[src/rtl/rx_frame_sr.sv]
// rx_frame_sr: UART receive frame assembler with a one-entry valid/ready output buffer.
// Define RX_PARITY_EN to expect a parity bit between the data field and the stop bit.
`timescale 1ns/1ps

module rx_frame_sr #(
  parameter int MAX_DATA_BITS = 8,
  parameter int MIN_DATA_BITS = 5
) (
  input  logic                     clk,
  input  logic                     rst,
  input  logic                     frame_start,
  input  logic                     shift_strobe,
  input  logic                     serial_in,
  input  logic [3:0]               data_size,
  input  logic                     parity_odd,
  output logic [MAX_DATA_BITS-1:0] packet_data,
  output logic                     packet_valid,
  input  logic                     packet_ready,
  output logic                     framing_error,
  output logic                     parity_error,
  output logic                     overrun_error
);

  localparam logic [3:0] MAX_SIZE = 4'(MAX_DATA_BITS);
  localparam logic [3:0] MIN_SIZE = 4'(MIN_DATA_BITS);

`ifdef RX_PARITY_EN
  typedef enum logic [1:0] {
    S_IDLE = 2'd0,
    S_DATA = 2'd1,
    S_PAR  = 2'd2,
    S_STOP = 2'd3
  } state_t;
  localparam state_t AFTER_DATA = S_PAR;
`else
  typedef enum logic [1:0] {
    S_IDLE = 2'd0,
    S_DATA = 2'd1,
    S_STOP = 2'd3
  } state_t;
  localparam state_t AFTER_DATA = S_STOP;
`endif

  state_t                   state;
  state_t                   state_next;
  logic [3:0]               bit_count;
  logic [3:0]               size_q;
  logic [3:0]               size_clamped;
  logic [3:0]               last_bit;
  logic [MAX_DATA_BITS-1:0] shreg;
  logic [MAX_DATA_BITS-1:0] data_just;
  logic                     stop_bit;
  logic                     frame_done;
  logic                     parity_bad;

`ifdef RX_PARITY_EN
  logic odd_q;
  logic par_bit;
`else
  logic unused_parity_odd;
  assign unused_parity_odd = parity_odd;
`endif

  assign size_clamped = (data_size < MIN_SIZE || data_size > MAX_SIZE) ? MAX_SIZE : data_size;
  assign last_bit     = size_q - 4'd1;

  // Bits enter at the MSB and move down, so a short frame is right-justified by this shift.
  assign data_just = shreg >> (MAX_SIZE - size_q);

`ifdef RX_PARITY_EN
  assign parity_bad = ((^data_just) ^ odd_q) != par_bit;
`else
  assign parity_bad = 1'b0;
`endif

  always_ff @(posedge clk or posedge rst) begin
    if (rst) begin
      state <= S_IDLE;
    end else begin
      state <= state_next;
    end
  end

  always_comb begin
    state_next = state;
    case (state)
      S_IDLE: if (frame_start) state_next = S_DATA;
      S_DATA: if (shift_strobe && bit_count == last_bit) state_next = AFTER_DATA;
`ifdef RX_PARITY_EN
      S_PAR:  if (shift_strobe) state_next = S_STOP;
`endif
      S_STOP: if (shift_strobe) state_next = S_IDLE;
      default: state_next = S_IDLE;
    endcase
  end

  // Frame assembly: frame_done marks the completion cycle that follows the stop strobe.
  always_ff @(posedge clk or posedge rst) begin
    if (rst) begin
      bit_count  <= '0;
      size_q     <= MAX_SIZE;
      shreg      <= '0;
      stop_bit   <= 1'b0;
      frame_done <= 1'b0;
`ifdef RX_PARITY_EN
      odd_q      <= 1'b0;
      par_bit    <= 1'b0;
`endif
    end else begin
      frame_done <= 1'b0;
      case (state)
        S_IDLE: begin
          if (frame_start) begin
            size_q    <= size_clamped;
            shreg     <= '0;
            bit_count <= '0;
`ifdef RX_PARITY_EN
            odd_q     <= parity_odd;
`endif
          end
        end
        S_DATA: begin
          if (shift_strobe) begin
            shreg     <= {serial_in, shreg[MAX_DATA_BITS-1:1]};
            bit_count <= bit_count + 4'd1;
          end
        end
`ifdef RX_PARITY_EN
        S_PAR: begin
          if (shift_strobe) par_bit <= serial_in;
        end
`endif
        S_STOP: begin
          if (shift_strobe) begin
            stop_bit   <= serial_in;
            frame_done <= 1'b1;
          end
        end
        default: ;
      endcase
    end
  end

  // Output buffer: a completing frame may replace a held one only if it leaves this cycle.
  always_ff @(posedge clk or posedge rst) begin
    if (rst) begin
      packet_data   <= '0;
      packet_valid  <= 1'b0;
      framing_error <= 1'b0;
      parity_error  <= 1'b0;
      overrun_error <= 1'b0;
    end else begin
      overrun_error <= 1'b0;
      if (frame_done) begin
        if (!packet_valid || packet_ready) begin
          packet_data   <= data_just;
          packet_valid  <= 1'b1;
          framing_error <= ~stop_bit;
          parity_error  <= parity_bad;
        end else begin
          overrun_error <= 1'b1;
        end
      end else if (packet_valid && packet_ready) begin
        packet_valid <= 1'b0;
      end
    end
  end

endmodule

[config.mk]
export PLATFORM = sky130hd
export DESIGN_NAME = rx_frame_sr
export DESIGN_NICKNAME = d
export VERILOG_FILES = /design/src/rtl/rx_frame_sr.sv
export SDC_FILE = /design/constraint.sdc
export NUM_CORES = 1
export LEC_CHECK = 0
export ABC_AREA = 1
export BUFFER_PORTS_ARGS = -buffer_cell sky130_fd_sc_hd__buf_2
export CORE_ASPECT_RATIO = 1.2
export CORE_MARGIN = 1.5
export CORE_UTILIZATION = 30
export DETAILED_ROUTE_END_ITERATION = 16
export PLACE_DENSITY = 0.54
export SYNTH_ARGS = -nofsm -noshare
export SYNTH_HDL_FRONTEND = slang
export SYNTH_SLANG_ARGS = --single-unit
[constraint.sdc]
create_clock -name clk -period 4.2 [get_ports clk]
set_input_delay 1.26 -clock clk [delete_from_list [all_inputs] [get_ports clk]]
set_output_delay 1.26 -clock clk [all_outputs]
set_load 0.01 [all_outputs]
==> impl_metrics.yaml <==
placement:
  hpwl_um: 2300
  io_buffer_count: 20
  postPlaceCellArea_um2: 1750
  place.gp.congestion: 0.741
  place_ws_ns: 1.95
yosys:
  netlist_area_um2: 1620
  async_reset_ff_share_pct: 100
  ys.flop_type: "dfrtp_1"
  yosysSeqAreaShare_pct: 48.0
  postSynthCellCount: 204
  yosysUniqueCellTypes: 27
  post_synth.cell_area_avg_um2: 7.93
  synth-edff-count: 0
  syn-num-nets: 218
  yosysWarnings: 0
  ys_ff_latch: 31
global_routing:
  gr-usage-met2_pct: 19.4
  grt_overflow: 0
  grt_pass1_vias: 1277
  grtUsageMet1_pct: 15.3
  busiest_layer: "met2"
  grt_pass1_wl_um: 5720
  track_usage_pct: 12.3
  grt_max_degree: 32
  use_met3_pct: 3.88
  antenna_found_initial: 0
clocking:
  cts.sinks: 31
  postCtsHoldBufs: 0
  post_cts_buffers: 0
  cts.clk_slew.worst_paths_ns: 0.06
  clockRootBuffer: "clkbuf_8"
  cts_made_buffers: 5
  clock_path_buffers: 2
  cts_tree: "done"
  worst_skew_pair.late_latency_ns: 0.28
  post_cts_resized: 0
  h-tree-depth: 2
timing:
  hold_viol: 0
  skew_ns: 0.00336
  period_minus_slack_ns: 2.15
  rsz0062_at_grt: "false"
  setup_viol: 0
  period_share_pct: 51.3
  setup_slack_ns: 2.05
  maxSlewViolCount: 0
  setup_tns_ns: 0
  fmax_mhz: 464
route:
  drt_first_pass_iters: 4
  vias_per_cell: 4.51
  drc: 0
  antenna_left: 0
  initialDrtViolationCount: 72
  routed_wl_um: 3290
  vias: 1300
  wl_per_cell_um: 11.4
power_and_ir_drop:
  p_total_mw: 1.24
  ir_drop_v: 0.000131
  p_leak_nw: 0.971
  power.density_nw_per_um2: 673
die:
  die_h_um: 83.4
  die_w_um: 70.0
  start_util_pct: 31.0
  num_rows: 29
  io_pins: 23
  core_area_um2: 5230
  die_area_um2: 5840
run_status:
  status: "finished clean"
final_layout:
  seq_area_um2: 777
  finalInstanceArea_um2: 1850
  drive_gt1_share_pct: 15.9
  mostFrequentLayoutCells: "nand2_1 (62), dfrtp_1 (30), inv_1 (27), nand3_1 (26), buf_2 (20)"
  fin_nets: 239
  antenna_cells: 0
  area_growth_pct: 14.1
  multi_input_area_um2: 674
  fillers: 577
  mostFrequentLayoutCell: "nand2_1"
job:
  maxCapViolations: 0
min_path:
  hold_class: "reg2reg"
worst_setup_path:
  end_kind: "flip-flop"
  critPathRequiredTime_ns: 4.38
  worstSetupPathType: "reg2reg"
  arrival_ns: 2.33
  crit_path_start_kind: "flip-flop"
  worst-path-max-fanout: 13
## flip-flops by register name, summed over array words and instances, names as in the netlist
signal,count
bit_count,4
overrun_error,1
stop_bit,1
state,2
shreg,8
size_q,4
packet_valid,1
framing_error,1
frame_done,1
packet_data,8
## final timing paths
kind | from | end | slack, ns | depth (start not counted)
max | size_q[0] | packet_data[3] | 2.05 | 8
min | stop_bit | framing_error | 0.46 | 1
max reg2reg | size_q[0] | packet_data[3] | 2.05 | 8
min reg2reg | stop_bit | framing_error | 0.46 | 1
max in group asynchronous | rst | size_q[3] | 2.85 | 3
min in group asynchronous | rst | size_q[1] | 1.04 | 3
## stage by stage
stage / utilization [%] / std cells / hold WS [ns]
finish: 35.3 / 288 / 0.461
global route: 35.3 / 288 / 0.483
CTS: 35.3 / 288 / 0.470
detailed placement: 33.4 / 280 / 0.461
global placement: 33.4 / 280 / 0.452
floorplan: - / 204 / 0.437
## cell type report
class,count,area share [%]
flip-flops and latches,31,42.1
clock buffers,8,5.42
well taps,62,4.20
repair buffers,21,5.83
inverters,29,5.90
multi-input cells,137,36.5
## layer usage
metal  vias up  wire length, um  part of all wire (%)
li1        693                -                     -
met1       578             1510                    46
met2        25             1600                    49
met3         4              134                   4.1
met4         0               43                   1.3
met5         -                0                     0
## power by group
| group | switching (mW) | internal, mW |
|---|---|---|
| logic | 0.324 | 0.186 |
| clock network | 0.113 | 0.149 |
| registers | 0.0749 | 0.396 |
## logic make-up (layout without fill, tap and decap cells)
kind of cell	count (synthesis)	after routing	share of synthesized area, %
simple gates	108	108	29.5
buf+inv	36	58	10.3
flops	31	31	48.0
compound gates	23	23	8.04
fa+ha+maj	3	3	2.32
xor+xnor	2	2	1.55
other cells	1	1	0.232
## cell usage after synthesis (3+ instances only)
cell | number | area share, %
buf_4 | 4 | 1.9
dfrtp_1 | 30 | 46
ha_1 | 3 | 2.3
inv_1 | 27 | 6.3
nand2_1 | 62 | 14
nand3_1 | 26 | 8.0
nand3b_1 | 3 | 1.4
nor2_1 | 8 | 1.9
nor3_1 | 3 | 0.93
o21ai_0 | 9 | 2.8
o22ai_1 | 7 | 2.7
## worst max-delay path: stages (launching register included)
cell	delay (ns)
dfrtp_1	0.53
inv_1	0.29
ha_1	0.50
inv_1	0.28
nand3_1	0.12
nand3_1	0.11
o21ai_0	0.09
nand2_1	0.08
nand2_1	0.05
Power figures use the tool's default switching activity.
